--- src/rtl/ulpi_link_reg.sv ---
// Link-side ULPI engine: PHY register reads/writes (immediate and extended),
// bus turnaround, abort with retry, and RX CMD / RX data decode.
module ulpi_link_reg (
  input  logic       ulpi_clk,
  input  logic       ulpi_rst,
  input  logic       ulpi_dir,
  input  logic       ulpi_nxt,
  input  logic [7:0] ulpi_data_in,
  output logic [7:0] ulpi_data_out,
  output logic       ulpi_stp,
  input  logic       reg_req,
  input  logic       reg_we,
  input  logic [7:0] reg_addr,
  input  logic [7:0] reg_wdata,
  output logic       reg_busy,
  output logic       reg_done,
  output logic [7:0] reg_rdata,
  output logic [1:0] line_state,
  output logic [1:0] vbus_state,
  output logic       rx_active,
  output logic       rx_error,
  output logic       host_disconnect,
  output logic       rx_cmd_valid,
  output logic [7:0] rx_data,
  output logic       rx_data_valid
);

  typedef enum logic [2:0] {
    ST_IDLE    = 3'd0,
    ST_CMD     = 3'd1,
    ST_EADDR   = 3'd2,
    ST_WDATA   = 3'd3,
    ST_STP     = 3'd4,
    ST_RD_TA   = 3'd5,
    ST_RD_DATA = 3'd6,
    ST_ABORT   = 3'd7
  } state_t;

  state_t     state_r;
  state_t     state_s;
  logic       dir_r;
  logic       turnaround_s;
  logic       accept_s;
  logic       read_pending_s;
  logic       rx_byte_s;
  logic       we_r;
  logic       we_s;
  logic [7:0] addr_r;
  logic [7:0] addr_s;
  logic [7:0] wdata_r;
  logic [7:0] wdata_s;
  logic [7:0] data_r;
  logic [7:0] data_s;
  logic       stp_s;
  logic       done_s;
  logic       busy_s;
  logic       capture_s;

  // Addresses outside the 6-bit immediate space, plus 0x2F itself, need the extended form.
  function automatic logic is_ext(input logic [7:0] addr);
    return (addr[7:6] != 2'b00) || (addr[5:0] == 6'h2F);
  endfunction

  function automatic logic [7:0] tx_cmd(input logic we, input logic [7:0] addr);
    logic [7:0] cmd;
    if (is_ext(addr)) begin
      cmd = we ? 8'hAF : 8'hEF;
    end else begin
      cmd = we ? {2'b10, addr[5:0]} : {2'b11, addr[5:0]};
    end
    return cmd;
  endfunction

  // dir_r resets high so the first dir-low cycle after reset counts as turnaround.
  assign turnaround_s   = (ulpi_dir != dir_r);
  assign accept_s       = reg_req && !ulpi_dir && !turnaround_s;
  assign read_pending_s = (state_r == ST_RD_TA) || (state_r == ST_RD_DATA);
  assign rx_byte_s      = ulpi_dir && !turnaround_s && !read_pending_s;
  assign ulpi_data_out  = (ulpi_dir || turnaround_s) ? 8'h00 : data_r;

  // Request latch: capture a new request only when it is accepted in IDLE.
  always_comb begin
    we_s    = we_r;
    addr_s  = addr_r;
    wdata_s = wdata_r;
    if ((state_r == ST_IDLE) && accept_s) begin
      we_s    = reg_we;
      addr_s  = reg_addr;
      wdata_s = reg_wdata;
    end else begin
      we_s    = we_r;
      addr_s  = addr_r;
      wdata_s = wdata_r;
    end
  end

  // State register.
  always_ff @(posedge ulpi_clk or posedge ulpi_rst) begin
    if (ulpi_rst) begin
      state_r <= ST_IDLE;
      dir_r   <= 1'b1;
      we_r    <= 1'b0;
      addr_r  <= 8'h00;
      wdata_r <= 8'h00;
    end else begin
      state_r <= state_s;
      dir_r   <= ulpi_dir;
      we_r    <= we_s;
      addr_r  <= addr_s;
      wdata_r <= wdata_s;
    end
  end

  // Next-state logic; dir seen high while the link is transmitting means the PHY aborted.
  always_comb begin
    state_s = state_r;
    case (state_r)
      ST_IDLE: begin
        if (accept_s) state_s = ST_CMD;
        else          state_s = ST_IDLE;
      end
      ST_CMD: begin
        if (ulpi_dir)                state_s = ST_ABORT;
        else if (!ulpi_nxt)          state_s = ST_CMD;
        else if (is_ext(addr_r))     state_s = ST_EADDR;
        else if (we_r)               state_s = ST_WDATA;
        else                         state_s = ST_RD_TA;
      end
      ST_EADDR: begin
        if (ulpi_dir)       state_s = ST_ABORT;
        else if (!ulpi_nxt) state_s = ST_EADDR;
        else if (we_r)      state_s = ST_WDATA;
        else                state_s = ST_RD_TA;
      end
      ST_WDATA: begin
        if (ulpi_dir)      state_s = ST_ABORT;
        else if (ulpi_nxt) state_s = ST_STP;
        else               state_s = ST_WDATA;
      end
      ST_STP: begin
        state_s = ST_IDLE;
      end
      ST_RD_TA: begin
        if (ulpi_dir && turnaround_s) state_s = ulpi_nxt ? ST_ABORT : ST_RD_DATA;
        else                          state_s = ST_RD_TA;
      end
      ST_RD_DATA: begin
        state_s = ST_IDLE;
      end
      ST_ABORT: begin
        if (!ulpi_dir && !turnaround_s) state_s = ST_CMD;
        else                            state_s = ST_ABORT;
      end
      default: begin
        state_s = ST_IDLE;
      end
    endcase
  end

  // Output decode from the upcoming state so the registered outputs line up with it.
  always_comb begin
    data_s = 8'h00;
    case (state_s)
      ST_CMD:   data_s = tx_cmd(we_s, addr_s);
      ST_EADDR: data_s = addr_s;
      ST_WDATA: data_s = wdata_s;
      default:  data_s = 8'h00;
    endcase
    stp_s     = (state_s == ST_STP);
    busy_s    = (state_s != ST_IDLE);
    done_s    = (state_r == ST_STP) || (state_r == ST_RD_DATA);
    capture_s = (state_r == ST_RD_DATA);
  end

  // Register-access side outputs.
  always_ff @(posedge ulpi_clk or posedge ulpi_rst) begin
    if (ulpi_rst) begin
      data_r    <= 8'h00;
      ulpi_stp  <= 1'b0;
      reg_busy  <= 1'b0;
      reg_done  <= 1'b0;
      reg_rdata <= 8'h00;
    end else begin
      data_r   <= data_s;
      ulpi_stp <= stp_s;
      reg_busy <= busy_s;
      reg_done <= done_s;
      if (capture_s) reg_rdata <= ulpi_data_in;
    end
  end

  // RX CMD and RX data decode; the byte of a pending register read is not decoded.
  always_ff @(posedge ulpi_clk or posedge ulpi_rst) begin
    if (ulpi_rst) begin
      line_state      <= 2'b00;
      vbus_state      <= 2'b00;
      rx_active       <= 1'b0;
      rx_error        <= 1'b0;
      host_disconnect <= 1'b0;
      rx_cmd_valid    <= 1'b0;
      rx_data         <= 8'h00;
      rx_data_valid   <= 1'b0;
    end else begin
      rx_cmd_valid  <= rx_byte_s && !ulpi_nxt;
      rx_data_valid <= rx_byte_s && ulpi_nxt;
      if (rx_byte_s && !ulpi_nxt) begin
        line_state      <= ulpi_data_in[1:0];
        vbus_state      <= ulpi_data_in[3:2];
        rx_active       <= (ulpi_data_in[5:4] == 2'b01);
        rx_error        <= (ulpi_data_in[5:4] == 2'b11);
        host_disconnect <= (ulpi_data_in[5:4] == 2'b10);
      end
      if (rx_byte_s && ulpi_nxt) rx_data <= ulpi_data_in;
    end
  end

endmodule
--- config.mk ---
export PLATFORM = sky130hd
export DESIGN_NAME = ulpi_link_reg
export DESIGN_NICKNAME = d
export VERILOG_FILES = /design/src/rtl/ulpi_link_reg.sv
export SDC_FILE = /design/constraint.sdc
export NUM_CORES = 1
export LEC_CHECK = 0
export CAP_MARGIN = 15
export CORE_MARGIN = 10
export CORE_UTILIZATION = 49
export CTS_CLUSTER_DIAMETER = 120
export DETAILED_ROUTE_END_ITERATION = 7
export PLACE_DENSITY = 0.81
export SKIP_LAST_GASP = 1
export SLEW_MARGIN = 20
export SYNTH_ARGS = -nofsm -noshare
export SYNTH_HDL_FRONTEND = slang
export SYNTH_SLANG_ARGS = --single-unit
--- constraint.sdc ---
create_clock -name ulpi_clk -period 2.7 [get_ports ulpi_clk]
set_input_delay 0.675 -clock ulpi_clk [delete_from_list [all_inputs] [get_ports ulpi_clk]]
set_output_delay 0.675 -clock ulpi_clk [all_outputs]
set_load 0.03 [all_outputs]
### After elaboration in Yosys (flattened, before gate mapping)

Cells that the tools add are included.

* word-level logic and storage cells: 79
* output and inout bits: 36
* input bits: 30
* bits in registers: 57

* reductions and logical operators: 23
* equal/unequal tests: 17
* muxes and demuxes: 21

Operators by type and width (count)
* 2-to-1 mux 3 bit: 9
* 2-to-1 mux 8 bit: 3
* one-hot mux 8 bit (3 select lines): 1
* 2-to-1 mux 7 bit: 3
* one-hot mux 3 bit (7 select lines): 1
* equality test 3 bit (second input constant): 5
* equality test 3 x 2 -> 1 bit (second input constant): 4
* equality test 6 bit (second input constant): 2
* logical AND 1 bit: 9
* equality test 3 x 1 -> 1 bit (second input constant): 2
* logical OR 1 bit: 5
* equality test 2 bit (second input constant): 2
* zero test 1 bit: 4
* nonzero test 2 bit: 2
* zero test 3 bit: 1
* 2-to-1 mux 1 bit: 3
* nonzero test 3 bit: 1
* equality test 2 x 1 -> 1 bit (second input constant): 1
* 2-to-1 mux 2 bit: 1
* OR reduction 2 bit: 1
* != test 1 bit: 1

### Depth between registers and ports, before layout

Gate-level depths: netlist of the first run.

* depth in word-level cells: 9
* depth in mapped cells: 9
* gate-level depth less buffers: 8

### Worst setup path after synthesis of the first run

No wires, ideal clock.

* path kind: in2reg
* start point: in ulpi_dir
* end point: reg data_r[3]
* required time: 2.580 ns
* data arrival time: 2.208 ns
* buffers on the path: 2
* cell stages on the path: 9
* path slack: 0.372 ns
* path through: inv_1 > ha_1 > nor4b_4 > nand2_1 > buf_6 > buf_6 > nor4_1 > o211ai_1 > and4_1

* longest elaborated chain between the ends: 9

RTL lines
* start, declared: RTL line 6 `input logic ulpi_dir,`
* != test 1 bit / zero test 1 bit (equally long branches): RTL line 75, 76, 151
* zero test 1 bit / logical AND 1 bit (equally long branches): RTL line 76, 151
* logical AND 1 bit: RTL line 76 `assign accept_s = reg_req && !ulpi_dir && !turnaround_s;`
* logical AND 1 bit: RTL line 86 `if ((state_r == ST_IDLE) && accept_s) begin`
* 2-to-1 mux 8 bit: RTL line 86
* equality test 6 bit / nonzero test 2 bit (equally long branches): RTL line 61 `return (addr[7:6] != 2'b00) || (addr[5:0] == 6'h2F);`
* logical OR 1 bit: RTL line 61
* 2-to-1 mux 7 bit: RTL line 66 `if (is_ext(addr)) begin`
* one-hot mux 8 bit (3 select lines) (*): RTL line 163 `case (state_s)`
* via data_s[3]: RTL line 53 `logic [7:0] data_s;`
* end signal, assigned: RTL line 184 `data_r <= data_s;`
* end, declared: RTL line 52 `logic [7:0] data_r;`

Mark *: on every way through the listed nets, which the timed path passes. The rest lies on a longest branch.
A chain may end at the register's enable or synchronous reset.

### Final worst setup path of the first run

Ends and elaborated chain as after synthesis.

==> summary.md, run 1 <==
| Metric | Value |
|---|---|
| Type of the tightest min-delay check | reg -> reg |
| Setup WS post-layout | 0.1149 ns |
| CTS Hold Bufs | 0 |
| Inserted Diodes | 0 |
| Drt pass-1 iters | 4 |
| Share of layout cells above drive strength 1 | 29.35% |
| Unrepaired setup endpoints after global routing | false |
| Worst r2r dst | data_r[3] |
| Minimum clock period | 2.585 ns |
| Syn Nets | 250 |
| Area Growth Syn to Fin | 40.05% |
| Nets | 338 |
| TritonCTS Buffers | 9 |
| Syn avg cell area | 12.22 µm² |
| Pin count of the biggest net entering global routing | 27 |
| Fin cells | 380 |
| Max VDD drop | approximately 0.74 mV |
| Worst slew margin | 66.39% |
| F_max | 386.8 MHz |
| Clk Latency, worst-skew pair | 0.33 ns |
| Leakage | 1.675 nW |
| Total GRT Usage | ~15% |
| Number of synthesized flops with an enable pin | 0 |
| Worst path required time | 2.92 ns |
| Final hold vios | 0 |
| Worst EP arrival | about 2.8 ns |
| Pre-CTS setup slack | -0.2303 ns |
| Netlist cell types | 44 |
| Placed cell area | 3468 µm² |
| Design internal power | approximately 0.0029 W |
| Vias in the first global route | 2104 |
| Placed Cells incl. Taps | between 300 and 400 |
| Critical Path End Type | flip-flop |
| Pwr dens | 1254 nW/µm² |
| Initial drt markers | 116 |
| Core footprint | 5172 µm² |
| Sw Share | between 30% and 40% |
| Row count | 26 |
| Hold Path End | wdata_r[6] |
| Clk pin slew, worst setup/hold paths | 0.07 ns |
| Hold Startpoint | wdata_r[6] |
| Antenna violations before repair | 0 |
| Synth top area share | 52.83% |
| # IOs | 66 |
| Fin util | 71.82% |
| Final HPWL DP | 4.972 mm |
| Post-Layout Inst Area | roughly 3700 µm² |
| Number of setup violations in the final report | 0 |
| Die Ht | 93.58 µm |
| Ys flop type | dfrtp_1 |
| FF+latch count, synth | 57 |
| # Post-CTS Setup Buffers | 0 |
| First-pass GRT wire length | about 11 mm |
| Logic gate share of total power | 48.7% |
| Hold Path Depth | 1 |
| Port bufs | 65 |
| Die area | 8756 µm² |
| Via density | between 5 and 6 |
| WL final | ~6.6 mm |
| GP Congestion | 0.8161 |
| Share of power burned in registers | 31.9% |
| Worst Tran Pin Value | 0.5034 ns |
| CTS resizes | 0 |
| Routed len/inst | 17.37 µm |
| Max-cap check violation count | 0 |
| Clk sinks | 57 |
| Max Clock Skew | 0.008373 ns |
| Cell Area, Synth | 2653 µm² |
| Commonest non-fill, non-tap cell in the layout | clkdlybuf4s50_1 |
| Yosys warning count | 0 |
| CTS tree | built |
| Htree depth | 3 |
| Post-route ant nets | 0 |
| Switch Pwr | 0.001798 W |
| Max FO, Critical Path | 10 |
| Ranking of synthesized cells by area | dfrtp_1, mux2_2, mux2i_1 |
| Status | finished, final reports clean |
| Most area-hungry cell type in the Yosys netlist | dfrtp_1 |
| Worst r2r src | dir_r |
| Clock Power Share | 19.5% |
| Async SR Flop Fraction | between 90% and 100% |
| Final-report max-slew violation count | 0 |
| Grt ovf | 0 |
| Worst reg2reg path depth | 8 |
| Startpoint Class | input pin |
| Die X | 93.58 µm |
| CP Class | in -> reg |
| CTS max path bufs | 2 |
| Power Total | 0.004657 W |
| Root buf cell | clkbuf_8 |
| Cells after synthesis | between 200 and 250 |
| Initial Util | 51.28% |
| FF-to-FF setup slack | 0.44 ns |
| Post-synthesis sequential area ratio | 53.82% |
| DR DRC count | 0 |
| Most frequent cells in the layout | clkdlybuf4s50_1, dfrtp_1, mux2_2 |
| Vias | around 2100 |
| Crit share post-route | between 90% and 100% |
-- metrics by stage --
stage          setup TNS (ns)  hold slack [ns]
2_1_floorplan               0           0.4493
3_3_place_gp          -0.7914           0.4792
3_5_place_dp           -1.636           0.4816
4_1_cts                     0           0.5040
5_1_grt                     0           0.5185
6_report                    0           0.4996
-- layer usage --
layer	vias up	part of all wire (%)	wire length, µm	global-route usage (%)
li1	948	-	-	-
met1	1006	43	2826	18.42
met2	84	48	3136	24.07
met3	15	7.7	507	4.396
met4	0	2.0	129	6.456
met5	-	0	0	0
-- how the worst max path moves through the flow --
| stage | startpoint | endpoint | slack [ns] | cells after the start |
|---|---|---|---|---|
| finish | ulpi_dir | data_r[3] | 0.11 | 9 |
| global route | ulpi_dir | data_r[4] | 0.002 | 9 |
| CTS | ulpi_dir | data_r[5] | 0.12 | 9 |
| detailed placement | ulpi_dir | data_r[5] | -0.23 | 9 |
| global placement | ulpi_dir | data_r[5] | -0.13 | 9 |
| floorplan | ulpi_dir | data_r[3] | 0.37 | 9 |
-- kinds of logic after synthesis --
group	Yosys count	share of synthesized area [%]
AOI/OAI and AO/OA	32	9.245
xor gates and xnor gates	1	0.3302
adders and majority gates	3	1.415
buffers and inverters	26	5.141
DFF	57	53.82
muxes	39	16.23
and+or+nand+nor	59	13.82
-- synthesized netlist by cell type (all sizes together) (2+ instances only) --
| cell type | instances |
|---|---|
| dfrtp | 56 |
| mux2 | 32 |
| inv | 17 |
| o21ai | 10 |
| and2 | 9 |
| buf | 9 |
| nand2 | 8 |
| nor3 | 8 |
| mux2i | 7 |
| nand3 | 7 |
| a21oi | 6 |
| nand2b | 5 |
| nor2 | 5 |
| ha | 3 |
| nand4 | 3 |
| o211ai | 3 |
| a211o | 2 |
| a21boi | 2 |
| and4b | 2 |
| nand3b | 2 |
| nor3b | 2 |
| o2111a | 2 |
| o31ai | 2 |
| or3 | 2 |
-- power groups by stage --
stage / Sequential, W / Clock, W / Combinational (W)
global route: 0.00153 / 0.000964 / 0.00242
global placement: 0.00148 / 0 / 0.00219
floorplan: 0.00179 / 0 / 0.00107
CTS: 0.00148 / 0.000920 / 0.00226
detailed placement: 0.00149 / 0 / 0.00225
finish: 0.00148 / 0.000906 / 0.00227
-- flip-flops by register name, summed over array words and instances, names as in the netlist, 2 cells and up --
| signal | count |
|---|---|
| addr_r | 8 |
| data_r | 8 |
| reg_rdata | 8 |
| rx_data | 8 |
| wdata_r | 8 |
| state_r | 3 |
| line_state | 2 |
| vbus_state | 2 |
-- worst max-delay path: stages --
cell             delay, ns
clkdlybuf4s50_1       0.49
inv_1                 0.06
ha_1                  0.32
nor4b_4               0.23
nand2_1               0.16
buf_4                 0.24
mux2i_1               0.29
o211ai_1              0.15
and4_1                0.20
-- cell type report --
type                       instances  area, µm²
fill                             361       1458
multi-input combinational        134       1106
inverter                          17      63.81
timing repair buffer              86      800.8
tap                               70      87.58
clock inverter                     5      77.57
sequential                        57       1428
clock buffer                      11      151.4
(Power assumes the default switching activity.)
==> run 2, diff against run 1 <==
Settings changed: ABC_AREA from default to 0.
==> results of run 2 <==
Final layout, timing and power as in run 1 (identical DEF).
